===== config.mk =====
export PLATFORM = sky130hd
export DESIGN_NAME = wrap_ctrl
export DESIGN_NICKNAME = d
export VERILOG_FILES = /design/src/rtl/wrap_ctrl.sv
export SDC_FILE = /design/constraint.sdc
export NUM_CORES = 1
export LEC_CHECK = 0
export BUFFER_PORTS_ARGS = -buffer_cell sky130_fd_sc_hd__clkbuf_2
export CAP_MARGIN = 10
export CELL_PAD_IN_SITES_DETAIL_PLACEMENT = 0
export CELL_PAD_IN_SITES_GLOBAL_PLACEMENT = 2
export CORE_ASPECT_RATIO = 1.1
export CORE_MARGIN = 2
export CORE_UTILIZATION = 27
export DETAILED_ROUTE_END_ITERATION = 12
export GPL_TIMING_DRIVEN = 0
export PLACE_DENSITY_LB_ADDON = 0.05
export SYNTH_ARGS = -nofsm -noshare
export SYNTH_HDL_FRONTEND = slang
export SYNTH_SLANG_ARGS = --single-unit

===== constraint.sdc =====
create_clock -name clk -period 2.1 [get_ports clk]
set_clock_uncertainty 0.2 [all_clocks]
set_input_delay 0.105 -clock clk [delete_from_list [all_inputs] [get_ports clk]]
set_output_delay 0.105 -clock clk [all_outputs]
set_load 0.01 [all_outputs]

===== src/rtl/wrap_ctrl.sv =====
`default_nettype none
// ============================================================================
// Module      : wrap_ctrl
// Description : Sequencing controller for the 8-to-16-bit byte wrapper.
//               Pulls low/high byte pairs from a shared 8-bit bus under a
//               valid/ready handshake, drives the datapath ld8/inccnt/rstcnt
//               strobes, presents each assembled word to the accelerator
//               and pulses done after NWORDS words.
// Revision    : 1.0 - initial release
// ============================================================================
module wrap_ctrl #(
  parameter int NWORDS = 4,
  parameter int WCW    = 3
) (
  input  logic           clk,
  input  logic           rst,        // asynchronous, active-low
  input  logic           start,
  input  logic           abort,
  input  logic           bus_valid,
  output logic           bus_ready,
  output logic           ld8,
  output logic           inccnt,
  output logic           rstcnt,
  output logic           xin_valid,
  input  logic           acc_ready,
  output logic [WCW-1:0] word_idx,
  output logic           busy,
  output logic           done
);

  typedef enum logic [2:0] {
    IDLE    = 3'd0,
    INIT    = 3'd1,
    LOAD_LO = 3'd2,
    LOAD_HI = 3'd3,
    PRESENT = 3'd4,
    DONE    = 3'd5
  } state_t;

  // Index of the final word; reaching it in PRESENT ends the transfer.
  localparam logic [WCW-1:0] LAST_IDX = WCW'(NWORDS - 1);

  state_t         state;
  state_t         state_next;
  logic [WCW-1:0] idx;
  logic [WCW-1:0] idx_next;

  // State and word index registers, cleared asynchronously while rst is low.
  always_ff @(posedge clk or negedge rst) begin
    if (!rst) begin
      state <= IDLE;
      idx   <= '0;
    end else begin
      state <= state_next;
      idx   <= idx_next;
    end
  end

  // Next-state and strobe decode; abort outranks every other transition.
  always_comb begin
    state_next = state;
    idx_next   = idx;
    bus_ready  = 1'b0;
    ld8        = 1'b0;
    inccnt     = 1'b0;
    rstcnt     = 1'b0;
    xin_valid  = 1'b0;
    done       = 1'b0;
    busy       = (state != IDLE);

    if ((state != IDLE) && abort) begin
      // Drop back to IDLE with the datapath counter cleared and no
      // byte taken from the bus in this cycle.
      rstcnt     = 1'b1;
      idx_next   = '0;
      state_next = IDLE;
    end else begin
      case (state)
        IDLE: begin
          if (start && !abort) begin
            state_next = INIT;
          end
        end
        INIT: begin
          rstcnt     = 1'b1;
          idx_next   = '0;
          state_next = LOAD_LO;
        end
        LOAD_LO: begin
          bus_ready = 1'b1;
          if (bus_valid) begin
            ld8        = 1'b1;
            inccnt     = 1'b1;
            state_next = LOAD_HI;
          end
        end
        LOAD_HI: begin
          bus_ready = 1'b1;
          if (bus_valid) begin
            ld8        = 1'b1;
            inccnt     = 1'b1;
            state_next = PRESENT;
          end
        end
        PRESENT: begin
          xin_valid = 1'b1;
          if (acc_ready) begin
            if (idx == LAST_IDX) begin
              state_next = DONE;
            end else begin
              idx_next   = idx + WCW'(1);
              rstcnt     = 1'b1;
              state_next = LOAD_LO;
            end
          end
        end
        DONE: begin
          done       = 1'b1;
          rstcnt     = 1'b1;
          state_next = IDLE;
        end
        default: begin
          state_next = IDLE;
        end
      endcase
    end
  end

  // The word index is presented straight from its register.
  assign word_idx = idx;

endmodule
`default_nettype wire


==> flow_summary.yaml <==
run_status:
  status: "completed"
run:
  max_cap_viol_count: 0
synthesis:
  synth_area_um2: 498
  synthTopCellsByCount: "6 x dfrtp_1, 4 x inv_1, 3 x nor2_1, 3 x nor3b_1"
  ys_seq_area_share_pct: 30.2
  synth_top_area_share_pct: 30.2
  yosys_warnings: 0
  synth_area_leader_cell: "dfrtp_1"
  synth_cell_type_count: 34
  async_flop_share_pct: 100
  ys_seq_elements: 6
  synth_area_per_cell_um2: 9.40
  synthCells: 53
  synth_nets: 61
  yosysMostFrequentCell: "dfrtp_1"
  synth_ff_type: "dfrtp_1"
  synth_edf_count: 0
  ys_top_cells_by_area: "dfrtp_1 30%, ha_1 5.0%, nor3b_1 4.5%"
placed_design:
  io_buffers: 14
  place_congestion: 0.711
  dpl.hpwl_um: 948
critical_path:
  cp.arrival_ps: 2020
  reg2regPathDepth: 5
  timing.rr.start: "state[1]"
  critPathKind: "in -> reg"
  start_kind: "primary input"
  end_kind: "flip-flop"
  rrSetupSlack_ps: 140
  required_ps: 2090
  cp_max_fo: 9
  timing.rr.end: "state[0]"
detailed_routing:
  dr.pass1.iters: 4
  avgViaCountPerCell: 5.22
  drt_wl_total_um: 1240
  avgRoutedWirePerCell_um: 13.2
  ant_nets: 0
  drc: 0
  vias: 491
  drt_iter0_drc: 9
sta:
  setup_viol: 0
  fmax_mhz: 492
  period_needed_ps: 2030
  final_max_slew_viol_count: 0
  hold_violations: 0
  tns_ps: 0
  maxSlewHeadroom_pct: 71.0
  fin_crit_sh_pct: 96.7
  rsz0062_at_grt: "false"
  worst_slew_pin_slew_ps: 429
global_route:
  grt_overflow_total: 0
  grt_pass1_vias: 423
  antenna_found_initial: 0
  grt_util_all_layers_pct: 12.8
  grt_pass1_wl_um: 2030
  grt_max_degree: 11
finish:
  drive_gt1_share_pct: 40.8
  syn_to_final_growth_pct: 36.2
  layout.nets: 86
  multi_input_area_um2: 299
  n_antenna_cell: 0
  nFillCells: 184
  regArea_um2: 150
clock_tree:
  numCtsBuffers: 3
  htreeDepth: 1
  cts_buffer_depth: 2
  cts_tree: "done"
  clk_latency_ps: 250
  cts-root-buf: "clkbuf_4"
  cts.sinks: 6
  cts.reportedPaths.clkPinSlew_ps: 50
floorplan:
  die_h_um: 49.0
  io_pins: 16
  row_count: 16
  die_x_um: 44.9
  coreArea_um2: 1760
  die-area_um2: 2200
  initial_core_util_pct: 28.3
power:
  sequentialPowerShare_pct: 33.3
  power.leakage_nw: 0.343
  pwr-share-clk_pct: 28.9
  powerDensity_nw_per_um2: 570
  swShare_pct: 33.7
  ir_drop_mv: 0.136
  power_uw: 387
  p_int_uw: 257
  p_comb_share_pct: 37.8
  netSwitchingPower_uw: 130
worst_hold_path:
  min_path_type: "in -> async"
## routing by layer
layer	vias to the layer above	GRT usage [%]	part of all wire, %
met5	-	0	0
met4	0	8.82	2.7
met3	5	2.22	5.6
met2	19	16.7	41
met1	222	18.3	50
li1	245	-	-
## cell families (layout without fill, tap and decap cells)
kind of cell    after synthesis  count (layout)  share of synthesized area (%)
xor+xnor                      2               2                           3.52
compound gates               16              16                           26.9
simple gates                 17              17                           23.1
flops                         6               6                           30.1
buf+inv                      10              33                           11.3
fa+ha+maj                     2               2                           5.02
## worst max-delay path, stage by stage
cell and delay, ps:
dlygate4sd3_1 550, buf_6 140, or4b_4 530, o32ai_2 110
dlygate4sd3_1 570
## per-stage QoR
stage / util (%) / worst slack (ps) / area (um^2) / std cells / hold slack, ps
after floorplan: - / 366 / 498 / 53 / -391
final: 38.5 / 68.8 / 678 / 94 / 9.31
after CTS: 37.6 / 54.8 / 663 / 93 / 9.71
after detailed placement: 33.5 / 251 / 591 / 85 / -257
after global placement: 33.5 / 237 / 591 / 85 / -255
after global routing: 38.5 / 35.9 / 678 / 94 / 23.4
## area by class of cell
type / instances / area share (%)
clock buffers: 3 / 3.32
multi-input cells: 37 / 44.1
inverters: 5 / 2.95
well taps: 18 / 3.32
flip-flops and latches: 6 / 22.1
plain buffers: 5 / 5.35
repair buffers: 20 / 18.8
## layout by cell type (no fill, tap or decap), types with 2 or more instances in the layout
| cell | netlist | routed |
|---|---|---|
| a22oi_1 | 2 | 2 |
| a32o_1 | 2 | 2 |
| buf_2 | 2 | 2 |
| buf_4 | 2 | 3 |
| clkbuf_2 | 0 | 14 |
| clkbuf_4 | 0 | 3 |
| dfrtp_1 | 6 | 6 |
| dlygate4sd3_1 | 0 | 5 |
| ha_1 | 2 | 2 |
| inv_1 | 4 | 4 |
| nand2_1 | 2 | 2 |
| nor2_1 | 3 | 3 |
| nor3b_1 | 3 | 3 |
| xor2_1 | 2 | 2 |
## power groups by stage
stage / clock network [mW] / logic (mW) / registers, mW
final: 0.112 / 0.146 / 0.129
after global routing: 0.123 / 0.160 / 0.130
after CTS: 0.117 / 0.142 / 0.129
after detailed placement: 0 / 0.132 / 0.131
after global placement: 0 / 0.135 / 0.132
after floorplan: 0 / 0.0933 / 0.129
## worst max path at each step
stage / from / slack, ps / cells past startpoint / endpoint
5_1_grt: abort / 40 / 5 / state[0]
4_1_cts: word_idx[0] / 50 / 6 / rstcnt
3_3_place_gp: word_idx[0] / 240 / 5 / word_idx[1]
6_report: abort / 70 / 5 / state[0]
3_5_place_dp: word_idx[0] / 250 / 5 / word_idx[1]
2_1_floorplan: word_idx[0] / 370 / 5 / word_idx[1]
## flip-flops by register name, summed over array words and instances, names as in the netlist
register  cells
word_idx      3
state         3
## repair_timing
item	CTS	global route
endpoints found under the hold margin	9	0
setup endpoints to repair	0	2
buffers inserted	0	1
hold buffers	5	0
gates resized for setup	0	1
Power figures use the tool's default switching activity.
